===== src/rtl/voq_requester.sv =====
// VOQ requester: per-(input,output) cell counters drive Req and turn grants into dequeue commands. Optional macro PROT_CHECK_EN.
// Latency: grant -> deq 1 cycle; arrival/grant -> Req 1 cycle. arr_ready is combinational.
// Backpressure: arr_ready drops only when the addressed VOQ is full and not being granted this cycle.
module voq_requester #(
    parameter int PPE_WIDTH = 8,
    parameter int PPE_LOG_W = 3,
    parameter int CNT_W     = 4
) (
    input  logic                           clk,
    input  logic                           rst_n,
    input  logic                           arr_valid,
    output logic                           arr_ready,
    input  logic [PPE_LOG_W-1:0]           arr_in,
    input  logic [PPE_LOG_W-1:0]           arr_out,
    output logic [PPE_WIDTH*PPE_WIDTH-1:0] Req,
    input  logic [PPE_WIDTH*PPE_WIDTH-1:0] Gnt,
    input  logic                           gnt_valid,
    output logic                           deq_valid,
    output logic [PPE_LOG_W-1:0]           deq_in,
    output logic [PPE_LOG_W-1:0]           deq_out,
    output logic [15:0]                    stale_cnt,
    output logic                           err
);
    localparam int N = PPE_WIDTH * PPE_WIDTH;
    localparam logic [CNT_W-1:0] CNT_MAX = '1;
    localparam logic [N-1:0]     ONE     = {{(N-1){1'b0}}, 1'b1};

    logic [CNT_W-1:0]     cnt      [N];
    logic [CNT_W-1:0]     cnt_next [N];
    logic [N-1:0]         amask, gmask, nz_vec, full_vec, req_next;
    logic                 gnt_take, hit, stale, arr_acc;
    logic [PPE_LOG_W-1:0] gi, gj;

    always_comb begin
        for (int k = 0; k < N; k++) begin
            nz_vec[k]   = (cnt[k] != '0);
            full_vec[k] = (cnt[k] == CNT_MAX);
        end
        amask = '0;
        gi    = '0;
        gj    = '0;
        // Isolate the lowest set grant bit; multi-hot grants resolve to it.
        gmask = Gnt & (~Gnt + ONE);
        for (int i = 0; i < PPE_WIDTH; i++) begin
            for (int j = 0; j < PPE_WIDTH; j++) begin
                amask[i*PPE_WIDTH+j] = (arr_in == PPE_LOG_W'(i)) && (arr_out == PPE_LOG_W'(j));
                if (gmask[i*PPE_WIDTH+j]) begin
                    gi = PPE_LOG_W'(i);
                    gj = PPE_LOG_W'(j);
                end
            end
        end
    end

`ifdef PROT_CHECK_EN
    logic multi, prot_err;
    assign multi    = |(Gnt & (Gnt - ONE));
    assign gnt_take = gnt_valid && (Gnt != '0) && !multi;
    assign prot_err = (gnt_valid && multi) || (!gnt_valid && (Gnt != '0));

    always_ff @(posedge clk or negedge rst_n) begin
        if (!rst_n) err <= 1'b0;
        else if (prot_err) err <= 1'b1;
    end
`else
    assign gnt_take = gnt_valid && (Gnt != '0);
    assign err      = 1'b0;
`endif

    // A grant on an empty VOQ is the stale echo of an already-drained request.
    assign hit       = gnt_take && |(gmask & nz_vec);
    assign stale     = gnt_take && !hit;
    assign arr_ready = !(|(amask & full_vec)) || (hit && |(amask & gmask));
    assign arr_acc   = arr_valid && arr_ready;

    always_comb begin
        for (int k = 0; k < N; k++) begin
            cnt_next[k] = cnt[k];
            if (arr_acc && amask[k] && !(hit && gmask[k]))
                cnt_next[k] = cnt[k] + CNT_W'(1);
            else if (hit && gmask[k] && !(arr_acc && amask[k]))
                cnt_next[k] = cnt[k] - CNT_W'(1);
            req_next[k] = (cnt_next[k] != '0);
        end
    end

    always_ff @(posedge clk or negedge rst_n) begin
        if (!rst_n) begin
            for (int k = 0; k < N; k++) cnt[k] <= '0;
            Req       <= '0;
            deq_valid <= 1'b0;
            deq_in    <= '0;
            deq_out   <= '0;
            stale_cnt <= '0;
        end else begin
            for (int k = 0; k < N; k++) cnt[k] <= cnt_next[k];
            Req       <= req_next;
            deq_valid <= hit;
            if (hit) begin
                deq_in  <= gi;
                deq_out <= gj;
            end
            if (stale && stale_cnt != 16'hFFFF)
                stale_cnt <= stale_cnt + 16'd1;
        end
    end
endmodule

===== config.mk =====
export PLATFORM = sky130hd
export DESIGN_NAME = voq_requester
export DESIGN_NICKNAME = d
export VERILOG_FILES = /design/src/rtl/voq_requester.sv
export SDC_FILE = /design/constraint.sdc
export NUM_CORES = 1
export LEC_CHECK = 0
export CORE_MARGIN = 2
export CORE_UTILIZATION = 30
export CTS_BUF_LIST = sky130_fd_sc_hd__clkbuf_4 sky130_fd_sc_hd__clkbuf_8 sky130_fd_sc_hd__clkbuf_16
export DETAILED_ROUTE_END_ITERATION = 8
export GPL_TIMING_DRIVEN = 0
export PLACE_DENSITY = 0.53
export SETUP_SLACK_MARGIN = 0.1
export SLEW_MARGIN = 25
export SYNTH_ARGS = -nofsm -noshare
export SYNTH_HDL_FRONTEND = slang
export SYNTH_SLANG_ARGS = --single-unit

===== constraint.sdc =====
create_clock -name clk -period 12.62 [get_ports clk]
set_clock_uncertainty 0.2 [all_clocks]
set_input_delay 3.786 -clock clk [delete_from_list [all_inputs] [get_ports clk]]
set_output_delay 3.786 -clock clk [all_outputs]
set_load 0.01 [all_outputs]

==> flow_metrics.env <==
export IMPL_outcome="completed"
export IMPL_fillerInstances=8222
export IMPL_portBuffers=152
export IMPL_clk_pin_slew_ps=50
export IMPL_ys_seq_area_share_pct=35.4
export IMPL_dp_cells=3939
export IMPL_p_sw_share_pct=35.7
export IMPL_die_area_um2=83100
export IMPL_cp_end_kind="output port"
export IMPL_peakVddDrop_uv=110
export IMPL_fin_hold_ws_ps=285
export IMPL_finalInstanceArea_um2=29000
export IMPL_hp_class="reg -> reg"
export IMPL_track_usage_pct=25.1
export IMPL_num_vias=23400
export IMPL_clkPwrFrac_pct=30.4
export IMPL_seqPwrFrac_pct=36.2
export IMPL_drt_wirelength_per_cell_um=26.5
export IMPL_gr_total_overflow=0
export IMPL_die_h_um=288
export IMPL_final_cells=4019
export IMPL_ys_ff_latch=343
export IMPL_layout_worst_path_cycle_share_pct=99.4
export IMPL_relSlewSlack_pct=19.8
export IMPL_coreArea_um2=80300
export IMPL_path_class="in -> out"
export IMPL_synth_edf_count=0
export IMPL_die_x_um=288
export IMPL_grt_pass1_vias=22000
export IMPL_dr_pass1_iters=6
export IMPL_place_ws_ps=-677
export IMPL_clock_sinks=343
export IMPL_min_delay_start="deq_out[2]$_DFFE_PN0P_"
export IMPL_cts_hold_buf=0
export IMPL_setup_ws_ps=70.5
export IMPL_p_leak_nw=11.6
export IMPL_worstReg2RegStart="cnt[148]$_DFF_PN0_"
export IMPL_initialDrtViolationCount=2581
export IMPL_syn_area_per_cell_um2=8.92
export IMPL_grt_pass1_wl_um=153000
export IMPL_worstMarginPinSlew_ps=1190
export IMPL_start_util_pct=30.2
export IMPL_dpl_hpwl_um=82000
export IMPL_grt_antenna_before_repair=7
export IMPL_drive_gt1_share_pct=8.08
export IMPL_cp_required_ps=8630
export IMPL_grt_max_degree=87
export IMPL_clockRootBuffer="clkbuf_16"
export IMPL_ys_flop_type="dfrtp_1"
export IMPL_cap_viol_max_count=0
export IMPL_area_growth_synth_to_final_pct=19.5
export IMPL_start_kind="primary input"
export IMPL_min_period_ps=12550
export IMPL_crit_start="arr_in[2]"
export IMPL_combPwrFrac_pct=33.3
export IMPL_fmax_mhz=79.7
export IMPL_intPower_mw=2.86
export IMPL_slew_violations=0
export IMPL_final_util_pct=36.1
export IMPL_async_flop_share_pct=100
export IMPL_h_tree_depth=2
export IMPL_p_switching_mw=1.59
export IMPL_synth_nets=2921
export IMPL_arrival_ps=8560
export IMPL_cts_tree="yes"
export IMPL_placed_area_um2=27300
export IMPL_postRouteAntennaNets=0
export IMPL_synth_cell_area_um2=24300
export IMPL_drc_errors=0
export IMPL_clock_path_buffers=3
export IMPL_wirelength_um=106000
export IMPL_finalHoldViolations=0
export IMPL_rsz0062_at_grt="no"
export IMPL_via_per_inst=5.83
export IMPL_powerDensity_nw_per_um2=154
export IMPL_cts_buffers=44
export IMPL_ys_warn_count=0
export IMPL_placementRows=104
export IMPL_finalSetupViolCount=0
export IMPL_io_pins=163
export IMPL_finalNetCount=3132
export IMPL_critPathMaxFanout=10
export IMPL_clk_latency_ps=610
export IMPL_synth_cell_type_count=96
export IMPL_syn_inst=2718
export IMPL_globalplace_congestion=1.02
==> cell usage after synthesis, types with 14 or more instances <==
cell,number,area share [%]
a2111oi_0,14,0.51
a211o_1,25,0.90
a211oi_1,17,0.53
a21oi_1,96,2.0
a22oi_1,23,0.71
a31oi_1,51,1.3
a41oi_1,20,0.72
and3_1,79,2.0
and4_1,18,0.65
buf_2,42,0.87
clkbuf_1,41,0.63
dfrtp_1,343,35
ha_1,129,6.7
inv_1,162,2.5
maj3_1,14,0.58
mux2i_1,20,0.83
nand2_1,162,2.5
nand2b_1,33,0.85
nand3_1,111,2.3
nand4_1,42,1.1
nor2_1,193,3.0
nor2b_1,19,0.49
nor3_1,154,3.2
nor4_1,43,1.1
nor4b_1,28,1.0
o211ai_1,44,1.4
o21ai_0,71,1.5
o22ai_1,17,0.44
o2bb2ai_1,23,0.83
o31ai_1,34,1.1
o32ai_1,17,0.61
or3_1,56,1.4
or4_1,73,2.3
xnor2_1,208,7.5
xor2_1,56,2.0
==> kinds of logic (layout without fill, tap and decap cells) <==
kind of cell             Yosys count  count (layout)  share of synthesized area [%]
buffers and inverters            274             513                           4.92
multiplexers                      23              23                          0.965
adder cells (fa/ha/maj)          143             143                           7.23
other                              1               3                         0.0155
AO/OA/AOI/OAI                    560             560                           16.5
flip-flops                       343             343                           35.4
XOR/XNOR                         264             264                           9.53
AND/OR/NAND/NOR                 1110            1110                           25.5
==> timing repair <==
action,4_1_cts,5_1_grt
endpoints found under the setup margin,1,1
pin swaps,1,3
gates resized for setup,9,10
setup buffers,1,4
==> area by class of cell <==
class	count	area (um2)	share of cell area, %
buffer	110	579	2.00
clock buffer	62	1300	4.50
multi-input combinational	2101	14600	50.5
tap	1060	1330	4.58
inverter	163	612	2.11
antenna	2	5.00	0.0173
sequential	343	8580	29.6
clock inverter	12	224	0.773
timing repair buffer	166	1700	5.88
==> layout by cell type, fill, tap and decap left out, drive strengths merged, types with 82 or more instances in the layout <==
cell	netlist	layout
nand2	163	163
nor3	158	158
dfrtp	343	343
xnor2	208	208
nand3	112	112
buf	67	82
inv	163	166
a21oi	96	96
nor2	193	193
ha	129	129
clkbuf	44	105
clkdlybuf4s50	0	150
==> routing by layer <==
metal	vias up	part of all wire (%)	global-route usage (%)
li1	10500	-	-
met1	11600	43	34.2
met2	1089	43	37.4
met3	270	8.8	5.22
met4	6	5.9	12.9
met5	-	0.039	0
==> power groups by stage <==
stage | clock network, mW | registers (mW) | logic [mW]
final | 1.35 | 1.61 | 1.48
after floorplan | 0 | 1.61 | 0.829
after CTS | 1.39 | 1.61 | 1.47
after global placement | 0 | 1.63 | 1.45
after detailed placement | 0 | 1.62 | 1.46
after global routing | 1.43 | 1.65 | 1.62
==> final timing paths <==
| kind | end | slack, ps | cells after the start |
|---|---|---|---|
| max | arr_ready | 70 | 11 |
| min | deq_out[2]$_DFFE_PN0P_ | 290 | 2 |
| max reg2reg | Req[54]$_DFF_PN0_ | 5840 | 19 |
| min reg2reg | deq_out[2]$_DFFE_PN0P_ | 290 | 2 |
| max in group asynchronous | cnt[103]$_DFF_PN0_ | 8160 | 3 |
| min in group asynchronous | Req[53]$_DFF_PN0_ | 2960 | 1 |
==> critical path: stages <==
cell and delay [ps]:
clkdlybuf4s50_1 750, or2_1 160, buf_2 240, buf_2 340, nor3_1 130, nor4_1 700
o2111ai_1 310, or4_1 570, a211oi_4 600, a21o_1 340, clkdlybuf4s50_1 610
==> per-stage QoR <==
step,power [mW],setup TNS [ps]
2_1_floorplan,2.44,0
3_3_place_gp,3.08,-2995240
3_5_place_dp,3.08,-677
4_1_cts,4.47,0
5_1_grt,4.71,0
6_report,4.45,0
==> state kept, by name, summed over array words and instances, names as in the netlist <==
signal and cells:
deq_valid 1, deq_in 3, deq_out 3, Req 64, cnt 256, stale_cnt 16
(Power assumes the default switching activity.)
